**config.mk**
```make
export PLATFORM = sky130hd
export DESIGN_NAME = fan_in_fifo_ctrl_flat
export DESIGN_NICKNAME = d
export VERILOG_FILES = /design/src/rtl/fan_in_fifo_ctrl_pkg.sv /design/src/rtl/fan_in_fifo_ctrl_if.sv /design/src/rtl/fan_in_fifo_ctrl_rr_arb.sv /design/src/rtl/fan_in_fifo_ctrl.sv /design/src/flat_wrapper.sv
export SDC_FILE = /design/constraint.sdc
export NUM_CORES = 1
export LEC_CHECK = 0
export ABC_CLOCK_PERIOD_IN_PS = 5800
export BUFFER_PORTS_ARGS = -buffer_cell sky130_fd_sc_hd__clkbuf_2
export CAP_MARGIN = 20
export CORE_ASPECT_RATIO = 0.6
export CORE_MARGIN = 4
export CORE_UTILIZATION = 51
export CTS_CLUSTER_SIZE = 28
export DETAILED_ROUTE_END_ITERATION = 16
export PLACE_DENSITY_LB_ADDON = 0.3
export SLEW_MARGIN = 20
export SYNTH_ARGS = -nofsm -noshare
export SYNTH_HDL_FRONTEND = slang
export SYNTH_HIERARCHICAL = 1
export SYNTH_SLANG_ARGS = --single-unit
```
**constraint.sdc**
```tcl
create_clock -name clock -period 5.8 [get_ports clock]
set_clock_uncertainty 0.2 [all_clocks]
set_input_delay 0.58 -clock clock [delete_from_list [all_inputs] [get_ports clock]]
set_output_delay 0.58 -clock clock [all_outputs]
set_load 0.02 [all_outputs]
```
**src/rtl/fan_in_fifo_ctrl_pkg.sv**
```systemverilog
// fan_in_fifo_ctrl_pkg: link token types and fan-in controller state encoding
//   FTk_t         forward token {v, a, r, c, d}
//   BTk_t         back-prop token {n, t, v, c}
//   fanin_state_t controller state {IDLE, XFER}
package fan_in_fifo_ctrl_pkg;

    localparam int WIDTH_DATA = 32;

    typedef struct packed {
        logic                  v;
        logic                  a;
        logic                  r;
        logic                  c;
        logic [WIDTH_DATA-1:0] d;
    } FTk_t;

    typedef struct packed {
        logic n;
        logic t;
        logic v;
        logic c;
    } BTk_t;

    typedef enum logic {IDLE, XFER} fanin_state_t;

endpackage

```
**src/rtl/fan_in_fifo_ctrl_if.sv**
```systemverilog
// fan_in_fifo_ctrl_if: bundle of the fan-in controller's link-level token signals
//   I_FTk0/I_FTk1  forward tokens from upstream ports 0/1
//   O_BTk0/O_BTk1  back-prop tokens to upstream ports 0/1
//   O_FTk/I_BTk    merged forward / back-prop tokens on the downstream link
//   O_Grt/O_Busy   one-hot owner and activity status
//   slave = controller side, master = environment side
interface fan_in_fifo_ctrl_if;
    import fan_in_fifo_ctrl_pkg::*;

    FTk_t       I_FTk0;
    BTk_t       O_BTk0;
    FTk_t       I_FTk1;
    BTk_t       O_BTk1;
    FTk_t       O_FTk;
    BTk_t       I_BTk;
    logic [1:0] O_Grt;
    logic       O_Busy;

    modport slave  (input  I_FTk0, I_FTk1, I_BTk,
                    output O_BTk0, O_BTk1, O_FTk, O_Grt, O_Busy);
    modport master (output I_FTk0, I_FTk1, I_BTk,
                    input  O_BTk0, O_BTk1, O_FTk, O_Grt, O_Busy);

endinterface

```
**src/rtl/fan_in_fifo_ctrl_rr_arb.sv**
```systemverilog
// fan_in_fifo_ctrl_rr_arb: 2-way round-robin arbiter for the fan-in controller
//   clock, reset  clock, async active-low reset
//   req[1:0]      per-port requests
//   en            arbitration enabled this cycle
//   gnt[1:0]      one-hot grant (0 when disabled or no request)
//   last          port granted most recently (1 after reset so port 0 wins first)
module fan_in_fifo_ctrl_rr_arb (
    input  logic       clock,
    input  logic       reset,
    input  logic [1:0] req,
    input  logic       en,
    output logic [1:0] gnt,
    output logic       last
);

    logic last_q, last_d;

    always_comb begin
        gnt = 2'b00;
        if (en)
            gnt = (req == 2'b11) ? (last_q ? 2'b01 : 2'b10) : req;
        last_d = (gnt != 2'b00) ? gnt[1] : last_q;
    end

    always_ff @(posedge clock or negedge reset) begin
        if (!reset)
            last_q <= 1'b1;
        else
            last_q <= last_d;
    end

    assign last = last_q;

endmodule

```
**src/rtl/fan_in_fifo_ctrl.sv**
```systemverilog
// fan_in_fifo_ctrl: merges two upstream token streams into one, per message, through a token FIFO
//   clock, reset  clock, async active-low reset
//   bus.I_FTk0/1  upstream forward tokens;     bus.O_BTk0/1 back-prop to upstream
//   bus.O_FTk     merged forward tokens (FIFO head); bus.I_BTk back-prop from downstream
//   bus.O_Grt     one-hot owner, 0 when idle;  bus.O_Busy  not idle or FIFO non-empty
module fan_in_fifo_ctrl
    import fan_in_fifo_ctrl_pkg::*;
#(
    parameter int DEPTH_FIFO = 8,
    parameter int THRESHOLD  = DEPTH_FIFO - 2
) (
    input  logic               clock,
    input  logic               reset,
    fan_in_fifo_ctrl_if.slave  bus
);

    localparam int AW = $clog2(DEPTH_FIFO);
    localparam int CW = AW + 1;

    fan_in_fifo_ctrl_pkg::fanin_state_t state_q, state_d;
    logic [1:0]    owner_q, owner_d;
    logic [AW-1:0] wr_q, wr_d, rd_q, rd_d;
    logic [CW-1:0] cnt_q, cnt_d;
    FTk_t          mem_q [DEPTH_FIFO];

    logic [1:0] v, req, gnt, n, acc;
    logic       last, full_th, push, pop, route;
    FTk_t       own_tok;
    BTk_t       b0, b1;
    logic       unused_bv;

    assign unused_bv = bus.I_BTk.v;
    assign v   = {bus.I_FTk1.v, bus.I_FTk0.v};
    assign req = v & {bus.I_FTk1.a, bus.I_FTk0.a};

    fan_in_fifo_ctrl_rr_arb u_arb (
        .clock (clock),
        .reset (reset),
        .req   (req),
        .en    (state_q == IDLE),
        .gnt   (gnt),
        .last  (last)
    );

    always_comb begin
        full_th = cnt_q >= CW'(THRESHOLD);
        // Everyone with a valid token is held off except the owner during a transfer,
        // whose stall depends only on FIFO headroom.
        n = v;
        if (state_q == XFER)
            n = (v & ~owner_q) | (owner_q & {2{full_th}});
        acc     = v & ~n;
        push    = |acc;
        own_tok = owner_q[1] ? bus.I_FTk1 : bus.I_FTk0;
        pop     = (cnt_q != '0) && !bus.I_BTk.n;
        state_d = state_q;
        owner_d = owner_q;
        if (state_q == IDLE && gnt != 2'b00) begin
            state_d = XFER;
            owner_d = gnt;
        end
        if (state_q == XFER && push && own_tok.r) begin
            state_d = IDLE;
            owner_d = 2'b00;
        end
        wr_d  = wr_q + AW'(push);
        rd_d  = rd_q + AW'(pop);
        cnt_d = cnt_q + CW'(push) - CW'(pop);
        // Terminate/credit go back to the owner, or to the last owner while idle.
        route = (state_q == XFER) ? owner_q[1] : last;
        b0    = '0;
        b1    = '0;
        b0.n  = reset & n[0];
        b1.n  = reset & n[1];
        b0.t  = reset & !route & bus.I_BTk.t;
        b0.c  = reset & !route & bus.I_BTk.c;
        b1.t  = reset & route & bus.I_BTk.t;
        b1.c  = reset & route & bus.I_BTk.c;
    end

    always_ff @(posedge clock or negedge reset) begin
        if (!reset) begin
            state_q <= IDLE;
            owner_q <= 2'b00;
            wr_q    <= '0;
            rd_q    <= '0;
            cnt_q   <= '0;
        end else begin
            state_q <= state_d;
            owner_q <= owner_d;
            wr_q    <= wr_d;
            rd_q    <= rd_d;
            cnt_q   <= cnt_d;
        end
    end

    always_ff @(posedge clock) begin
        if (push)
            mem_q[wr_q] <= own_tok;
    end

    assign bus.O_BTk0 = b0;
    assign bus.O_BTk1 = b1;
    assign bus.O_FTk  = (cnt_q != '0) ? mem_q[rd_q] : '0;
    assign bus.O_Grt  = owner_q;
    assign bus.O_Busy = (state_q != IDLE) || (cnt_q != '0);

endmodule

```
**src/flat_wrapper.sv**
```systemverilog
// flat-port wrapper written by rule: the top's interface ports become plain ports
module fan_in_fifo_ctrl_flat import fan_in_fifo_ctrl_pkg::*;
#(
    parameter int DEPTH_FIFO = 8,
    parameter int THRESHOLD  = DEPTH_FIFO - 2
)
  (clock, reset, bus_I_FTk0, bus_I_FTk1, bus_I_BTk, bus_O_BTk0, bus_O_BTk1, bus_O_FTk, bus_O_Grt, bus_O_Busy);
  fan_in_fifo_ctrl_if bus_i ();
  input  logic clock;
  input  logic reset;
  input wire logic [$bits(bus_i.I_FTk0)-1:0] bus_I_FTk0;
  input wire logic [$bits(bus_i.I_FTk1)-1:0] bus_I_FTk1;
  input wire logic [$bits(bus_i.I_BTk)-1:0] bus_I_BTk;
  output wire logic [$bits(bus_i.O_BTk0)-1:0] bus_O_BTk0;
  output wire logic [$bits(bus_i.O_BTk1)-1:0] bus_O_BTk1;
  output wire logic [$bits(bus_i.O_FTk)-1:0] bus_O_FTk;
  output wire logic [$bits(bus_i.O_Grt)-1:0] bus_O_Grt;
  output wire logic [$bits(bus_i.O_Busy)-1:0] bus_O_Busy;
  assign bus_i.I_FTk0 = bus_I_FTk0;
  assign bus_i.I_FTk1 = bus_I_FTk1;
  assign bus_i.I_BTk = bus_I_BTk;
  assign bus_O_BTk0 = bus_i.O_BTk0;
  assign bus_O_BTk1 = bus_i.O_BTk1;
  assign bus_O_FTk = bus_i.O_FTk;
  assign bus_O_Grt = bus_i.O_Grt;
  assign bus_O_Busy = bus_i.O_Busy;
  fan_in_fifo_ctrl #(.DEPTH_FIFO(DEPTH_FIFO), .THRESHOLD(THRESHOLD)) u_core (.clock(clock), .reset(reset), .bus(bus_i));
endmodule
```
==> After elaboration in Yosys (flattened, before gate mapping) <==
Memory sizes are Yosys's and may differ from the RTL's.
Index checks and enable logic that the tools add are counted.
{ "op_classes": {"addsub": 4, "order_cmp": 1, "n_eq_ne": 1, "n_mux": 13, "bitwise": 16, "n_reduce_logical": 11} }
{ "ops": {"columns": ["operator", "n"], "rows": [
  ["36-bit two-way mux", 2],
  ["2-bit two-way mux", 6],
  ["1-bit bitwise AND", 8],
  ["2-bit bitwise AND", 4],
  ["3-bit by 1-bit adder with 3-bit output", 2],
  ["1-bit two-way mux", 5],
  ["4-bit by 1-bit adder with 4-bit output", 1],
  ["4-bit by 3-bit >= comparator with 1-bit output, second input constant", 1],
  ["1-bit logical AND", 4],
  ["2-bit inverter", 2],
  ["2-bit nonzero test", 2],
  ["4-bit nonzero test", 1],
  ["4-bit by 1-bit subtractor with 4-bit output", 1],
  ["2-bit == test, second input constant", 1],
  ["1-bit zero test", 2],
  ["2-bit bitwise OR", 1],
  ["2-bit OR reduction", 1],
  ["1-bit logical OR", 1],
  ["1-bit inverter", 1]
]} }
{ "totals": {"ff_bits": 14, "mem_bits_rw": 288, "inputBits": 78, "output_inout_bits": 47, "mem_count": 1} }
{ "memory_table": {"columns": ["name", "words", "width", "read_ports", "rd_ports_with_merged_regs", "wr", "line", "text"], "rows": [
  ["u_core.mem_q", 8, 36, 1, 0, 1, "fan_in_fifo_ctrl.sv:24", "FTk_t mem_q [DEPTH_FIFO];"]
]} }

==> Logic depth before layout (Yosys ltp) <==
{ "depth": {"depth_word": 10, "depth_mapped": 10} }

==> Modules after synthesis <==
The synthesis kept the hierarchy.
{ "by_module_without_submodules": {"columns": ["module", "n_inst", "cells_each", "area_per_inst_um2"], "rows": [
  ["fan_in_fifo_ctrl", 1, 547, 12161.7],
  ["fan_in_fifo_ctrl_rr_arb", 1, 8, 62.6]
]} }

==> Worst setup path after synthesis <==
No wires, ideal clock.
{ "synth_timing": {"path_kind": "register to register", "from": "register u_core.cnt_q[2]", "to": "memory u_core/mem_q[0][0] (netlist bit), enable pin", "t_arrival_ns": 4.479, "t_required_ns": 5.080, "setup_slack_ns": 0.602, "path_stages_with_launch": 5, "n_path_buf": 0, "synth_period_minus_slack_ns": 5.198, "cell_sequence": "dfrtp_1 > ha_1 > a21oi_1 > nand3_1 > nor4_1"} }
{ "synth_between": {"elab_chain_cells": 9} }
{ "synth_rtl": {"columns": ["element", "line", "text"], "rows": [
  ["start, declared", "fan_in_fifo_ctrl.sv:23", "logic [CW-1:0] cnt_q, cnt_d;"],
  ["start signal, assigned", "fan_in_fifo_ctrl.sv:93", "cnt_q <= cnt_d;"],
  ["4-bit by 3-bit >= comparator with 1-bit output", "fan_in_fifo_ctrl.sv:46", "full_th = cnt_q >= CW'(THRESHOLD);"],
  ["2-bit bitwise AND", "fan_in_fifo_ctrl.sv:51", "n = (v & ~owner_q) | (owner_q & {2{full_th}});"],
  ["2-bit bitwise OR", "fan_in_fifo_ctrl.sv:51", null],
  ["2-bit two-way mux", "fan_in_fifo_ctrl.sv:50", "if (state_q == XFER)"],
  ["2-bit inverter", "fan_in_fifo_ctrl.sv:52", "acc = v & ~n;"],
  ["2-bit bitwise AND", "fan_in_fifo_ctrl.sv:52", null],
  ["2-bit OR reduction", "fan_in_fifo_ctrl.sv:53", "push = |acc;"],
  ["1-bit two-way mux", "fan_in_fifo_ctrl.sv:98", "if (push)"],
  ["1-bit two-way mux (implied by the code)", "fan_in_fifo_ctrl.sv:99", "mem_q[wr_q] <= own_tok;"],
  ["end, declared", "fan_in_fifo_ctrl.sv:24", null]
]} }
No other way between the ends.

==> Worst setup path in the final report <==
{ "layout_timing": {"from": "register u_core.rd_q[0]", "to": "output port bus_O_FTk[25]"} }
{ "layout_between": {"elab_chain_cells": 2} }
{ "layout_rtl": {"columns": ["element", "line", "text"], "rows": [
  ["start, declared", "fan_in_fifo_ctrl.sv:22", "logic [AW-1:0] wr_q, wr_d, rd_q, rd_d;"],
  ["start signal, assigned", "fan_in_fifo_ctrl.sv:92", "rd_q <= rd_d;"],
  ["memory read 8 x 36 bit", null, null],
  ["36-bit two-way mux", "fan_in_fifo_ctrl.sv:104", "assign bus.O_FTk = (cnt_q != '0) ? mem_q[rd_q] : '0;"],
  ["end, declared", "flat_wrapper.sv:16", "output wire logic [$bits(bus_i.O_FTk)-1:0] bus_O_FTk;"]
]} }
No other way between the ends.

==> out/qor.yml <==
run_status:
  status: "completed"
placement:
  dp_cells: 977
  dp_hpwl_mm: 13.7
  place_ws_ns: 2.31
  place.port_buffers: 121
  finalWeightedCongestion: 0.710
sta:
  setup_viol: 0
  slew_headroom_pct: 28.3
  tightest_slew_ns: 1.08
  period_share_pct: 68.1
  max_freq_mhz: 253
  layout_min_cycle_time_ns: 3.95
  final.setup.tns_ns: 0
  timing_hold_violations_final: 0
  rsz0062_at_grt: "no"
  worst_slack_ns: 1.85
  slew_violations: 0
  fin_hold_ws_ns: 0.254
die:
  std_cell_rows: 43
  io_pins: 125
  die-area_um2: 26600
  start_util_pct: 52.4
  core-area_um2: 23300
  die_x_um: 208
  die_h_um: 128
cells_and_area:
  final_cells: 1025
  diodes: 0
  final_nets: 780
  final_util_pct: 59.9
  syn_to_final_growth_pct: 14.3
  drive_above_1_share_pct: 36.9
pwr:
  irDropWorstVdd_mv: 0.348
  p_leak_nw: 4.91
  power_density_nw_per_um2: 486
route:
  drt_iter0_drc: 498
  viasPerCell: 5.72
  drtAntennaViolNets: 0
  routedWlPerCell_um: 23.3
  wirelength_mm: 23.9
  vias: 5859
  firstDrtPassIters: 5
  drc: 0
critical_path:
  r2r-start: "u_core/bus.O_Grt[1]"
  path_buf_inv: 2
  endpoint_kind: "output pin"
  path_class: "reg2out"
  crit_required_ns: 5.02
  cp.arrival_ns: 3.17
  cp-startpoint: "u_core/rd_q[0]"
  cp_max_fo: 54
  cp_top_family: "flip-flops"
  slowest_stage: "dfrtp_4"
  cp-start-kind: "flip-flop"
  crit_chain: "buf_4 -> mux4_1 -> a22o_1 -> clkbuf_2"
  slowest_delay_ns: 1.10
logic_synthesis:
  synthTopCellsByCount: "edfxtp_1, a22o_1, mux2_2"
  netlist.area_leader.share_pct: 70.7
  yosys_most_used_dff: "edfxtp_1"
  postSynthAreaPerCell_um2: 22.0
  synth_edf_count: 288
  ys_async_sr_fraction_pct: 4.64
  synth_area_leaders: "edfxtp_1, mux4_1, mux4_2"
  ys_ff_latch: 302
  syn-instance-count: 555
  ys_types: 38
  syn_area_um2: 12200
  yosys_warnings: 6
  synth_top_area_cell: "edfxtp_1"
  synth.most_common_cell: "edfxtp_1"
  yosysSeqAreaShare_pct: 73.6
global_route:
  grt_usage_pct: 18.1
  grt_pass1_vias: 6320
  grt-ovfl-total: 0
  grt_max_degree: 74
  grt_pass1_wl_mm: 37.0
  top_usage_layer: "met2"
  use_met1_pct: 25.6
  use_met2_pct: 31.0
  grt_use_met3_pct: 2.91
  antenna_found_initial: 0
clocking:
  cts_max_path_buffers: 3
  numCtsBuffers: 26
  clkLatencyLatePin_ns: 0.51
  h-tree-depth: 1
  tritoncts: "built"
  post_cts_resize_count: 0
  clock-sinks: 302
  clkTransAtPathRegs_ns: 0.06
  root_buffer: "clkbuf_16"
worst_hold_path:
  worstHoldStart: "bus_I_FTk1[32]"
  hp-class: "in2reg"
run:
  maxCapViolations: 0
logic make-up after synthesis:
family          share of synthesized area (%)
other cells                            0.0307
flops                                    73.6
fa+ha+maj                                1.19
mux                                      17.9
simple gates                             1.32
buf+inv                                  2.29
xor+xnor                                0.287
compound gates                           3.40
cell type report:
class	instances	area (µm²)
flip-flops and latches	302	9010
multi-input cells	211	3010
clock inverters	15	108
inverters	12	45.0
repair buffers	138	736
well taps	315	394
clock buffers	32	673
fillers	1684	9370
repair_timing:
action	4_1_cts	5_1_grt
hold buffers	1	0
buffers inserted	0	0
hold endpoints to repair	13	0
registers in the layout, indices dropped and copies added (netlist names):
register,flops
u_core/u_arb/last,1
u_core/state_q,1
u_core/wr_q,3
u_core/mem_q,288
u_core/cnt_q,4
u_core/bus.O_Grt,2
u_core/rd_q,3
worst reg2reg max path: cells and delay by family, from the launching register on:
family	cells	cell delay (ns)
AOI/OAI and AO/OA	1	0.29
buffers and inverters	1	0.45
DFF	1	1.08
and+or+nand+nor	2	1.09
metal layers:
layer	wire length, µm	up-vias	part of all wire [%]
li1	-	2615	-
met1	10400	3058	44
met2	12000	161	50
met3	1160	25	4.8
met4	289	0	1.2
met5	0	-	0
metrics by stage:
| step | area [µm²] | total power, mW |
|---|---|---|
| 2_1_floorplan | 12200 | 4.62 |
| 3_3_place_gp | 13200 | 5.19 |
| 3_5_place_dp | 13200 | 5.27 |
| 4_1_cts | 14000 | 6.87 |
| 5_1_grt | 14000 | 7.13 |
| 6_report | 14000 | 6.79 |
cells in the final DEF (no fill, tap or decap), types with 2 or more instances in the layout:
master,count
mux2_2,37
clkinv_1,5
clkinv_2,7
dfrtp_1,10
nand2_1,6
inv_1,12
mux4_2,36
clkbuf_2,121
nor2_4,4
conb_1,2
buf_4,16
a311oi_1,2
and2_1,2
a22o_1,37
clkbuf_1,6
nor2_1,5
dfrtp_4,2
mux4_1,36
nor3_2,4
clkbuf_16,26
nand2b_1,3
xor2_1,3
a21oi_1,9
edfxtp_1,288
ha_1,10
worst paths after layout:
path                       depth (start not counted)                  end  slack [ns]
max                                                4        bus_O_FTk[25]        1.85
min                                                2  u_core/mem_q[6][32]        0.25
max reg2reg                                        4  u_core/mem_q[3][16]        2.39
min reg2reg                                        1      u_core/cnt_q[0]        0.34
max in group asynchronous                          2       u_core/rd_q[1]        4.74
min in group asynchronous                          2       u_core/rd_q[0]        0.33
power by group:
group          switching [mW]  leakage [nW]  total [mW]  internal [mW]
sequential              0.351          2.75        3.07           2.72
clock                   0.730         0.384        1.60          0.872
combinational            1.14          1.77        2.12          0.980
total                    2.22          4.91        6.79           4.57
Note: power is estimated with default switching activity, not from simulation.
